`config.mk`:
```
export PLATFORM = sky130hd
export DESIGN_NAME = adam_periph_uart_rx_buf
export DESIGN_NICKNAME = d
export VERILOG_FILES = /design/src/rtl/adam_periph_uart_pkg.sv /design/src/rtl/adam_periph_uart_rx_fifo.sv /design/src/rtl/adam_periph_uart_rx_buf.sv
export SDC_FILE = /design/constraint.sdc
export NUM_CORES = 1
export LEC_CHECK = 0
export ABC_AREA = 0
export BUFFER_PORTS_ARGS = -buffer_cell sky130_fd_sc_hd__buf_2
export CAP_MARGIN = 20
export CORE_MARGIN = 1
export CORE_UTILIZATION = 45
export CTS_CLUSTER_SIZE = 30
export DETAILED_ROUTE_END_ITERATION = 8
export GPL_TIMING_DRIVEN = 0
export PLACE_DENSITY_LB_ADDON = 0.15
export SYNTH_ARGS = -nofsm -noshare
export SYNTH_HDL_FRONTEND = slang
export SYNTH_SLANG_ARGS = --single-unit
```
`constraint.sdc`:
```
create_clock -name clk -period 5 [get_ports clk]
set_input_delay 0.25 -clock clk [delete_from_list [all_inputs] [get_ports clk]]
set_output_delay 0.25 -clock clk [all_outputs]
set_load 0.005 [all_outputs]
```
`src/rtl/adam_periph_uart_pkg.sv`:
```
// Shared types and helpers for the ADAM UART receive path.
package adam_periph_uart_pkg;

    localparam int unsigned MAX_DATA_LENGTH = 9;
    localparam int unsigned LEN_W           = 4;

    typedef enum logic [2:0] {
        IDLE,
        START,
        DATA,
        PARITY,
        STOP,
        BREAK
    } rx_state_t;

    typedef struct packed {
        logic [MAX_DATA_LENGTH-1:0] data;
        logic                       err_parity;
        logic                       err_frame;
    } rx_entry_t;

    function automatic logic maj3(input logic a, input logic b, input logic c);
        return (a & b) | (a & c) | (b & c);
    endfunction

    // Out-of-range lengths fall back to 8 data bits.
    function automatic logic [LEN_W-1:0] legal_len(input logic [LEN_W-1:0] len);
        if (len == '0 || len > LEN_W'(MAX_DATA_LENGTH)) begin
            return LEN_W'(8);
        end
        return len;
    endfunction

endpackage

```
`src/rtl/adam_periph_uart_rx_fifo.sv`:
```
// Synchronous FIFO of received entries with valid/ready head and occupancy output.
module adam_periph_uart_rx_fifo
    import adam_periph_uart_pkg::*;
#(
    parameter int unsigned DEPTH = 8
) (
    input  logic                   clk,
    input  logic                   rst_n,
    input  logic                   push,
    input  rx_entry_t              push_entry,
    input  logic                   pop,
    output rx_entry_t              head,
    output logic                   valid,
    output logic                   full,
    output logic [$clog2(DEPTH):0] level
);

    localparam int unsigned AW = $clog2(DEPTH);
    localparam int unsigned PW = AW + 1;

    rx_entry_t        mem_q [DEPTH];
    logic [PW-1:0]    wr_q, wr_d;
    logic [PW-1:0]    rd_q, rd_d;
    logic             push_ok;

    always_comb begin
        level   = wr_q - rd_q;
        valid   = (level != '0);
        full    = (level == PW'(DEPTH));
        // A pop in the same cycle frees the slot, so a full FIFO still accepts the push.
        push_ok = push & (~full | pop);
        wr_d    = push_ok ? wr_q + PW'(1) : wr_q;
        rd_d    = (pop & valid) ? rd_q + PW'(1) : rd_q;
        head    = mem_q[rd_q[AW-1:0]];
    end

    always_ff @(posedge clk or negedge rst_n) begin
        if (!rst_n) begin
            wr_q <= '0;
            rd_q <= '0;
            for (int unsigned i = 0; i < DEPTH; i++) begin
                mem_q[i] <= '0;
            end
        end else begin
            wr_q <= wr_d;
            rd_q <= rd_d;
            if (push_ok) begin
                mem_q[wr_q[AW-1:0]] <= push_entry;
            end
        end
    end

endmodule

```
`src/rtl/adam_periph_uart_rx_buf.sv`:
```
// Buffered UART receiver: majority-voted sampling, parity/framing status, RX FIFO, pause handshake.
// Define ADAM_UART_RX_BREAK_EN to detect line breaks (adds break_det output) instead of pushing them.
module adam_periph_uart_rx_buf
    import adam_periph_uart_pkg::*;
#(
    parameter int unsigned DATA_WIDTH  = 32,
    parameter int unsigned FIFO_DEPTH  = 8,
    parameter int unsigned SYNC_STAGES = 2
) (
    input  logic                          clk,
    input  logic                          rst_n,
    input  logic                          rx,
    input  logic                          pause_req,
    output logic                          pause_ack,
    input  logic                          parity_select,
    input  logic                          parity_control,
    input  logic [3:0]                    data_length,
    input  logic [1:0]                    stop_bits,
    input  logic [DATA_WIDTH-1:0]         baud_rate,
    output logic [DATA_WIDTH-1:0]         data,
    output logic                          data_valid,
    input  logic                          data_ready,
    output logic                          err_parity,
    output logic                          err_frame,
    output logic                          err_overrun,
    input  logic                          overrun_clr,
    output logic [$clog2(FIFO_DEPTH):0]   fifo_level
`ifdef ADAM_UART_RX_BREAK_EN
    ,
    output logic                          break_det
`endif
);

    rx_state_t                  state_q, state_d;
    logic [SYNC_STAGES-1:0]     sync_q, sync_d;
    logic [1:0]                 hist_q, hist_d;
    logic [DATA_WIDTH-1:0]      cnt_q, cnt_d;
    logic [DATA_WIDTH-1:0]      baud_q, baud_d;
    logic [LEN_W-1:0]           len_q, len_d;
    logic [LEN_W-1:0]           idx_q, idx_d;
    logic [1:0]                 stop_q, stop_d;
    logic                       par_ctrl_q, par_ctrl_d;
    logic                       par_sel_q, par_sel_d;
    logic [MAX_DATA_LENGTH-1:0] shift_q, shift_d;
    logic                       par_acc_q, par_acc_d;
    logic                       par_err_q, par_err_d;
    logic                       ferr_q, ferr_d;
    logic                       pause_ack_q, pause_ack_d;
    logic                       ovr_q, ovr_d;
`ifdef ADAM_UART_RX_BREAK_EN
    logic                       ones_q, ones_d;
    logic                       brk_q, brk_d;
`endif

    logic      rx_s, maj, start_edge, bit_done;
    logic      push, pop, fifo_valid, fifo_full;
    rx_entry_t push_entry, head;

    assign rx_s       = sync_q[SYNC_STAGES-1];
    // Vote over the current synced sample and the two before it.
    assign maj        = maj3(hist_q[1], hist_q[0], rx_s);
    assign start_edge = hist_q[0] & ~rx_s;
    assign bit_done   = (cnt_q == baud_q - DATA_WIDTH'(1));
    assign data_valid = fifo_valid & ~pause_ack_q;
    assign pop        = data_valid & data_ready;

    always_comb begin
        sync_d      = {sync_q[SYNC_STAGES-2:0], rx};
        hist_d      = {hist_q[0], rx_s};
        state_d     = state_q;
        cnt_d       = cnt_q + DATA_WIDTH'(1);
        baud_d      = baud_q;
        len_d       = len_q;
        idx_d       = idx_q;
        stop_d      = stop_q;
        par_ctrl_d  = par_ctrl_q;
        par_sel_d   = par_sel_q;
        shift_d     = shift_q;
        par_acc_d   = par_acc_q;
        par_err_d   = par_err_q;
        ferr_d      = ferr_q;
        pause_ack_d = pause_ack_q;
        push        = 1'b0;
        push_entry  = '{data: shift_q, err_parity: par_ctrl_q & par_err_q, err_frame: ferr_q | ~maj};
`ifdef ADAM_UART_RX_BREAK_EN
        brk_d       = brk_q;
        ones_d      = ones_q;
        if (state_q == IDLE) begin
            ones_d = 1'b0;
        end else if ((state_q == DATA || state_q == PARITY || state_q == STOP) && bit_done) begin
            ones_d = ones_q | maj;
        end
`endif

        case (state_q)
            IDLE: begin
                cnt_d = '0;
                if (pause_ack_q) begin
                    if (!pause_req) begin
                        pause_ack_d = 1'b0;
                    end
                end else if (pause_req) begin
                    pause_ack_d = 1'b1;
                end else if (start_edge && baud_rate >= DATA_WIDTH'(4)) begin
                    state_d    = START;
                    baud_d     = baud_rate;
                    len_d      = legal_len(data_length);
                    stop_d     = stop_bits;
                    par_ctrl_d = parity_control;
                    par_sel_d  = parity_select;
                    idx_d      = '0;
                    shift_d    = '0;
                    par_acc_d  = 1'b0;
                    par_err_d  = 1'b0;
                    ferr_d     = 1'b0;
                end
            end
            START: begin
                if (cnt_q == (baud_q >> 1)) begin
                    cnt_d   = '0;
                    state_d = maj ? IDLE : DATA;
                end
            end
            DATA: begin
                if (bit_done) begin
                    cnt_d     = '0;
                    par_acc_d = par_acc_q ^ maj;
                    for (int unsigned i = 0; i < MAX_DATA_LENGTH; i++) begin
                        if (idx_q == LEN_W'(i)) begin
                            shift_d[i] = maj;
                        end
                    end
                    if (idx_q == len_q - LEN_W'(1)) begin
                        idx_d   = '0;
                        state_d = par_ctrl_q ? PARITY : STOP;
                    end else begin
                        idx_d = idx_q + LEN_W'(1);
                    end
                end
            end
            PARITY: begin
                if (bit_done) begin
                    cnt_d     = '0;
                    par_err_d = ((par_acc_q ^ par_sel_q) != maj);
                    state_d   = STOP;
                end
            end
            STOP: begin
                if (bit_done) begin
                    cnt_d  = '0;
                    ferr_d = ferr_q | ~maj;
                    if (idx_q == LEN_W'(stop_q)) begin
                        idx_d   = '0;
                        state_d = IDLE;
`ifdef ADAM_UART_RX_BREAK_EN
                        if (!ones_q && !maj) begin
                            state_d = BREAK;
                            brk_d   = 1'b1;
                        end else begin
                            push = 1'b1;
                        end
`else
                        push = 1'b1;
`endif
                    end else begin
                        idx_d = idx_q + LEN_W'(1);
                    end
                end
            end
`ifdef ADAM_UART_RX_BREAK_EN
            // Leave only after one full bit time of uninterrupted idle line.
            BREAK: begin
                if (!rx_s) begin
                    cnt_d = '0;
                end else if (bit_done) begin
                    state_d = IDLE;
                    brk_d   = 1'b0;
                end
            end
`endif
            default: begin
                state_d = IDLE;
            end
        endcase

        // A new overrun takes priority over a coincident clear.
        if (push && fifo_full && !pop) begin
            ovr_d = 1'b1;
        end else if (overrun_clr) begin
            ovr_d = 1'b0;
        end else begin
            ovr_d = ovr_q;
        end
    end

    always_ff @(posedge clk or negedge rst_n) begin
        if (!rst_n) begin
            state_q     <= IDLE;
            sync_q      <= '1;
            hist_q      <= '1;
            cnt_q       <= '0;
            baud_q      <= '0;
            len_q       <= '0;
            idx_q       <= '0;
            stop_q      <= '0;
            par_ctrl_q  <= 1'b0;
            par_sel_q   <= 1'b0;
            shift_q     <= '0;
            par_acc_q   <= 1'b0;
            par_err_q   <= 1'b0;
            ferr_q      <= 1'b0;
            pause_ack_q <= 1'b0;
            ovr_q       <= 1'b0;
`ifdef ADAM_UART_RX_BREAK_EN
            ones_q      <= 1'b0;
            brk_q       <= 1'b0;
`endif
        end else begin
            state_q     <= state_d;
            sync_q      <= sync_d;
            hist_q      <= hist_d;
            cnt_q       <= cnt_d;
            baud_q      <= baud_d;
            len_q       <= len_d;
            idx_q       <= idx_d;
            stop_q      <= stop_d;
            par_ctrl_q  <= par_ctrl_d;
            par_sel_q   <= par_sel_d;
            shift_q     <= shift_d;
            par_acc_q   <= par_acc_d;
            par_err_q   <= par_err_d;
            ferr_q      <= ferr_d;
            pause_ack_q <= pause_ack_d;
            ovr_q       <= ovr_d;
`ifdef ADAM_UART_RX_BREAK_EN
            ones_q      <= ones_d;
            brk_q       <= brk_d;
`endif
        end
    end

    adam_periph_uart_rx_fifo #(
        .DEPTH      (FIFO_DEPTH)
    ) u_fifo (
        .clk        (clk),
        .rst_n      (rst_n),
        .push       (push),
        .push_entry (push_entry),
        .pop        (pop),
        .head       (head),
        .valid      (fifo_valid),
        .full       (fifo_full),
        .level      (fifo_level)
    );

    assign pause_ack   = pause_ack_q;
    assign data        = DATA_WIDTH'(head.data);
    assign err_parity  = head.err_parity;
    assign err_frame   = head.err_frame;
    assign err_overrun = ovr_q;
`ifdef ADAM_UART_RX_BREAK_EN
    assign break_det   = brk_q;
`endif

endmodule

```
## Yosys cells after proc, flatten, opt, wreduce, memory -nomap -nowiden

Index checks and enable logic that the tools add are counted.

- Register bits: 193
- Bits of input ports: 46
- Output and inout bits: 41
- Word-level logic and storage cells: 216

- $add $sub $neg: 7
- $lt $le $gt $ge: 5
- Equal/unequal tests: 36
- Muxes and demuxes: 65
- Bitwise logic cells: 22
- Reduce and logical (&&, ||, !) cells: 31

Operators with widths:

| cell | count |
|---|---|
| $pmux 32 s3 | 1 |
| $bwmux 88 | 1 |
| $mux 32 | 2 |
| $reduce_and 6->1 | 10 |
| $mux 4 | 9 |
| $mux 9 | 4 |
| $ne 2x2->1 const B | 18 |
| $bmux 11 s3 | 1 |
| $demux 11 s3 | 1 |
| $mux 11 | 3 |
| $add 32x1->32 const B | 1 |
| $eq 32x31->1 | 1 |
| $eq 32x32->1 | 1 |
| $ge 32x3->1 const B | 1 |
| $sub 32x1->32 const B | 1 |
| $mux 3 | 10 |
| $mux 1 | 26 |
| $pmux 9 s2 | 1 |
| $eq 4x3->1 const B | 4 |
| $pmux 3 s5 | 1 |
| $reduce_and 5->1 | 3 |
| $add 4x1->4 const B | 3 |
| $pmux 4 s3 | 1 |
| $and 1x1->1 | 9 |
| other kinds (31) | 53 |

## Logic depth before layout (Yosys ltp)

- Depth in word-level cells: 8
- Mapped depth: 15

## Modules after synthesis

Synthesis repeated with hierarchy kept, for this count alone.

- Cells, all modules: 1,025
- Area, all modules: 11,323.4 um2

By module, submodules not included:

| module | times used | cells an instance | area each (um2) | sequential area each (um2) |
|---|---|---|---|---|
| adam_periph_uart_rx_buf | 1 | 718 | 6,620.1 | 2,432.3 |
| adam_periph_uart_rx_fifo | 1 | 307 | 4,703.3 | 2,402.3 |

## Worst setup path before layout

Ideal clock, no wire load.

- Path type: reg2reg
- From: reg u_fifo.rd_q[1]
- To: reg u_fifo.mem_q[22] (netlist name)
- Setup time: 125 ps
- Data arrival time: 3,541 ps
- Data required time: 4,875 ps
- Setup slack: 1,334 ps
- Stages on the path, launching flop included: 16
- Path buffers: 5
- Clock period less this slack: 3,666 ps
- Path through: dfrtp_1 clkbuf_1 clkbuf_1 inv_1 ha_1 a21o_1 a21oi_1 xnor2_1 a21oi_1 and2_1 clkbuf_1 or3b_2 buf_1 nand4_1 buf_2 mux2_2

- Cells in the longest elaborated chain, start to end: 6
- Elaborated cells on any way between the ends: 8

Ends and longest elaborated chain:

| element | RTL line | RTL |
|---|---|---|
| from (decl) | adam_periph_uart_rx_fifo.sv:23 | `logic [PW-1:0] rd_q, rd_d;` |
| from (signal assigned) | adam_periph_uart_rx_fifo.sv:46 | `rd_q <= rd_d;` |
| $sub 4x4->4 | adam_periph_uart_rx_fifo.sv:27 | `level = wr_q - rd_q;` |
| $reduce_bool 4->1 | adam_periph_uart_rx_fifo.sv:28 | `valid = (level != '0);` |
| $and 1x1->1 | adam_periph_uart_rx_buf.sv:64 | `assign data_valid = fifo_valid & ~pause_ack_q;` |
| via data_valid | adam_periph_uart_rx_buf.sv:21 | `output logic data_valid,` |
| $and 1x1->1 | adam_periph_uart_rx_buf.sv:65 | `assign pop = data_valid & data_ready;` |
| $or 1x1->1 | adam_periph_uart_rx_fifo.sv:31 | `push_ok = push & (~full \| pop);` |
| $and 1x1->1 | adam_periph_uart_rx_fifo.sv:31 |  |
| to (signal, indexed assignment) | adam_periph_uart_rx_fifo.sv:48 | `mem_q[wr_q[AW-1:0]] <= push_entry;` |
| to (decl) | adam_periph_uart_rx_fifo.sv:21 | `rx_entry_t mem_q [DEPTH];` |

The timed path passes the listed nets, and every way through them passes these cells.
A chain may end at the register's enable or synchronous reset.

## Worst setup path in the final report

- From: reg baud_q[0]
- To: reg cnt_q[27]

- Cells in the longest elaborated chain, start to end: 4

Ends and longest elaborated chain:

| element | RTL line | RTL |
|---|---|---|
| from (decl) | adam_periph_uart_rx_buf.sv:38 | `logic [DATA_WIDTH-1:0] baud_q, baud_d;` |
| from (signal assigned) | adam_periph_uart_rx_buf.sv:223 | `baud_q <= baud_d;` |
| $sub 32x1->32 | adam_periph_uart_rx_buf.sv:63 | `assign bit_done = (cnt_q == baud_q - DATA_WIDTH'(1));` |
| $eq 32x32->1 | adam_periph_uart_rx_buf.sv:63 |  |
| $mux 32 | adam_periph_uart_rx_buf.sv:125, adam_periph_uart_rx_buf.sv:142, adam_periph_uart_rx_buf.sv:149 |  |
| $pmux 32 s3 | adam_periph_uart_rx_buf.sv:95 | `case (state_q)` |
| via cnt_d[27] | adam_periph_uart_rx_buf.sv:37 | `logic [DATA_WIDTH-1:0] cnt_q, cnt_d;` |
| to (signal assigned) | adam_periph_uart_rx_buf.sv:222 | `cnt_q <= cnt_d;` |
| to (decl) | adam_periph_uart_rx_buf.sv:37 |  |

The timed path passes the listed nets, and every way through them passes these cells.

==> flow_summary.toml <==
[sta]
setup_viol = 0
min_period_ns = 4.58
slew_violations = 0
rsz0062_at_grt = "no"
worst_slack_ns = 0.419
max_freq_ghz = 0.218
worstMarginPinSlew_ns = 0.870
relSlewSlack_pct = 42.0
fin_setup_tns_ns = 0
finalClockSkew_ns = 0.0183
hold_viol = 0
finalCritPeriodShare_pct = 91.6

[route]
vias = 8247
wl_um = 26000
drc = 0
wire_per_inst_um = 16.8
viasPerCell = 5.32
drtPass1Iterations = 5
initialDrtViolationCount = 646
ant_nets = 0

[critical_path]
end_kind = "register"
startpoint_type = "register"
critical_path_arrival_ns = 4.91
critPathRequiredTime_ns = 5.32
path_class = "reg2reg"
path_max_fanout = 10

[floorplanning]
num_io_pins = 87
start_util_pct = 46.4
core_area_um2 = 23800
row_count = 56
die_w_um = 159
die_h_um = 159
die_area_um2 = 25100

[final_layout]
layout.nets = 1277
area_delta_synth_final_pct = 14.3
layout_common_cells = "nand2_1 (191), dfrtp_1 (189), mux2_2 (83)"
antenna_cells = 0
fill_cells = 2166
layout-drive-gt1-share_pct = 21.9
final_common_cell = "nand2_1"

[clock_tree]
clkTransAtPathRegs_ns = 0.08
cts_tree = "done"
cts_buffer_depth = 2
numCtsBuffers = 17
clock_latency_ns = 0.45
cts_root_buf = "clkbuf_16"
postCtsSetupRepairBufs = 0
cts_sinks = 193
htreeDepth = 4

[power_and_ir_drop]
combPwrFrac_pct = 12.7
power.share.switching_pct = 29.8
p_int_mw = 2.48
p_sw_mw = 1.05
p_leak_nw = 6.22
seq_power_share_pct = 45.2
powerDensity_nw_per_um2 = 281
peakVddDrop_uv = 181
p_clk_share_pct = 42.0

[worst_hold_path]
min_path_type = "in2reg"

[yosys]
synth_edf_count = 0
synth-seq-area-share_pct = 43.9
synth_cell_types = 67
synth_top_area_share_pct = 42.9
synth_cells = 1104
synth_warnings = 0
synth_area_leader_cell = "dfrtp_1"
ys_async_sr_fraction_pct = 100
syn_avg_cell_area_um2 = 9.98
netlist_area_um2 = 11000
yosys-top-cells-area = "dfrtp_1 (43%), mux2_2 (8.5%), nand2_1 (6.5%)"
ys.flop_type = "dfrtp_1"
synth_seq_cells = 193

[global_route]
grtUsageTotal_pct = 22.1
grt_pass1_wl_um = 42600
grt_pass1_vias = 7918
antenna_found_initial = 1
grt_overflow = 0
grt_max_degree = 107

[placed_design]
dp_hpwl_um = 19200
gp_congestion = 0.879
place_ws_ns = 0.560
io_buffers = 63

[run_status]
status = "finished, final reports clean"

[job]
maxCapViolCount = 0
[registers in the layout, summed over array words and instances, names as in the netlist]
register	count
par_ctrl_q	1
baud_q	32
idx_q	4
state_q	3
sync_q	2
pause_ack	1
len_q	4
stop_q	2
u_fifo.rd_q	4
par_sel_q	1
ferr_q	1
shift_q	9
err_overrun	1
hist_q	2
cnt_q	32
u_fifo.mem_q	88
par_err_q	1
par_acc_q	1
u_fifo.wr_q	4
[per-stage QoR]
| stage | power, mW | instances | hold WS [ns] | utilization (%) | instance area (um^2) |
|---|---|---|---|---|---|
| floorplan | 1.92 | 1126 | -0.0456 | - | 11100 |
| global placement | 2.08 | 1508 | 0.347 | 49.8 | 11800 |
| detailed placement | 2.09 | 1509 | 0.319 | 49.9 | 11900 |
| CTS | 3.58 | 1550 | 0.000434 | 53.0 | 12600 |
| global route | 3.69 | 1550 | 0.0100 | 53.1 | 12600 |
| finish | 3.54 | 1550 | 0.0112 | 53.1 | 12600 |
[per-layer routing]
layer  vias up  wire length, um  global-route usage (%)
met5         -                0                       0
met4         0              206                    4.76
met3        21             1010                    3.18
met2       174            11700                    33.9
met1      4040            13200                    32.9
li1       4012                -                       -
[critical path, cell delays in order (launching register included)]
cell and delay, ns:
dfrtp_1 0.44, inv_1 0.09, ha_1 0.20, or3b_2 0.50, nor4_1 0.47, mux2_2 0.39
o21ai_0 0.26, nand3_1 0.19, a2111oi_1 0.64, a21oi_1 0.15, o311ai_1 0.62, buf_2 0.42
nor2_1 0.10
[power by group through the flow]
stage / logic [mW] / clock network (mW) / registers, mW
5_1_grt: 0.510 / 1.58 / 1.60
4_1_cts: 0.462 / 1.52 / 1.60
6_report: 0.449 / 1.49 / 1.60
3_3_place_gp: 0.451 / 0 / 1.63
3_5_place_dp: 0.458 / 0 / 1.63
2_1_floorplan: 0.294 / 0 / 1.63
[cells by family after synthesis]
group | synth area share, %
AOI/OAI and AO/OA | 5.70
xor gates and xnor gates | 9.61
adders and majority gates | 1.54
buffers and inverters | 5.78
DFF | 43.9
muxes | 14.7
other | 0.0340
and+or+nand+nor | 18.8
[cell type report]
class / instances / area (um^2) / area share, %
multi-input combinational: 797 / 5640 / 44.7
sequential: 193 / 4830 / 38.4
buffer: 111 / 543 / 4.31
timing repair buffer: 73 / 443 / 3.51
clock buffer: 17 / 425 / 3.38
tap: 319 / 399 / 3.17
clock inverter: 15 / 224 / 1.78
inverter: 25 / 93.8 / 0.745
[final timing paths]
kind / depth (start not counted) / slack [ns] / start / end
max: 12 / 0.42 / baud_q[0]$_DFFE_PN0P_ / cnt_q[27]$_DFF_PN0_
min: 3 / 0.01 / baud_rate[12] / baud_q[12]$_DFFE_PN0P_
max reg2reg: 12 / 0.42 / baud_q[0]$_DFFE_PN0P_ / cnt_q[27]$_DFF_PN0_
min reg2reg: 0 / 0.36 / sync_q[0]$_DFF_PN1_ / sync_q[1]$_DFF_PN1_
max in group asynchronous: 3 / 3.63 / rst_n / shift_q[8]$_DFFE_PN0P_
min in group asynchronous: 2 / 0.42 / rst_n / baud_q[1]$_DFFE_PN0P_
[Yosys cell counts, drive strengths merged, types with 4 or more instances]
library cell / number
nand2: 191
dfrtp: 189
mux2: 93
nor2: 71
buf: 61
xnor2: 61
xor2: 60
clkbuf: 50
nor4: 31
nand4: 29
inv: 25
nor3: 25
nand3: 23
mux4: 22
o21ai: 19
a21o: 12
ha: 12
and3: 11
o211ai: 11
a21oi: 10
and4: 8
or3: 6
a211oi: 5
a31oi: 5
nand2b: 5
nor2b: 5
dfstp: 4
mux2i: 4
nand3b: 4
o21a: 4
or4: 4
[timing repair]
action,CTS,global route
hold buffers,9,0
setup endpoints to repair,0,4
endpoints found under the hold margin,95,0
gates resized for setup,0,1
Power figures use the tool's default switching activity.
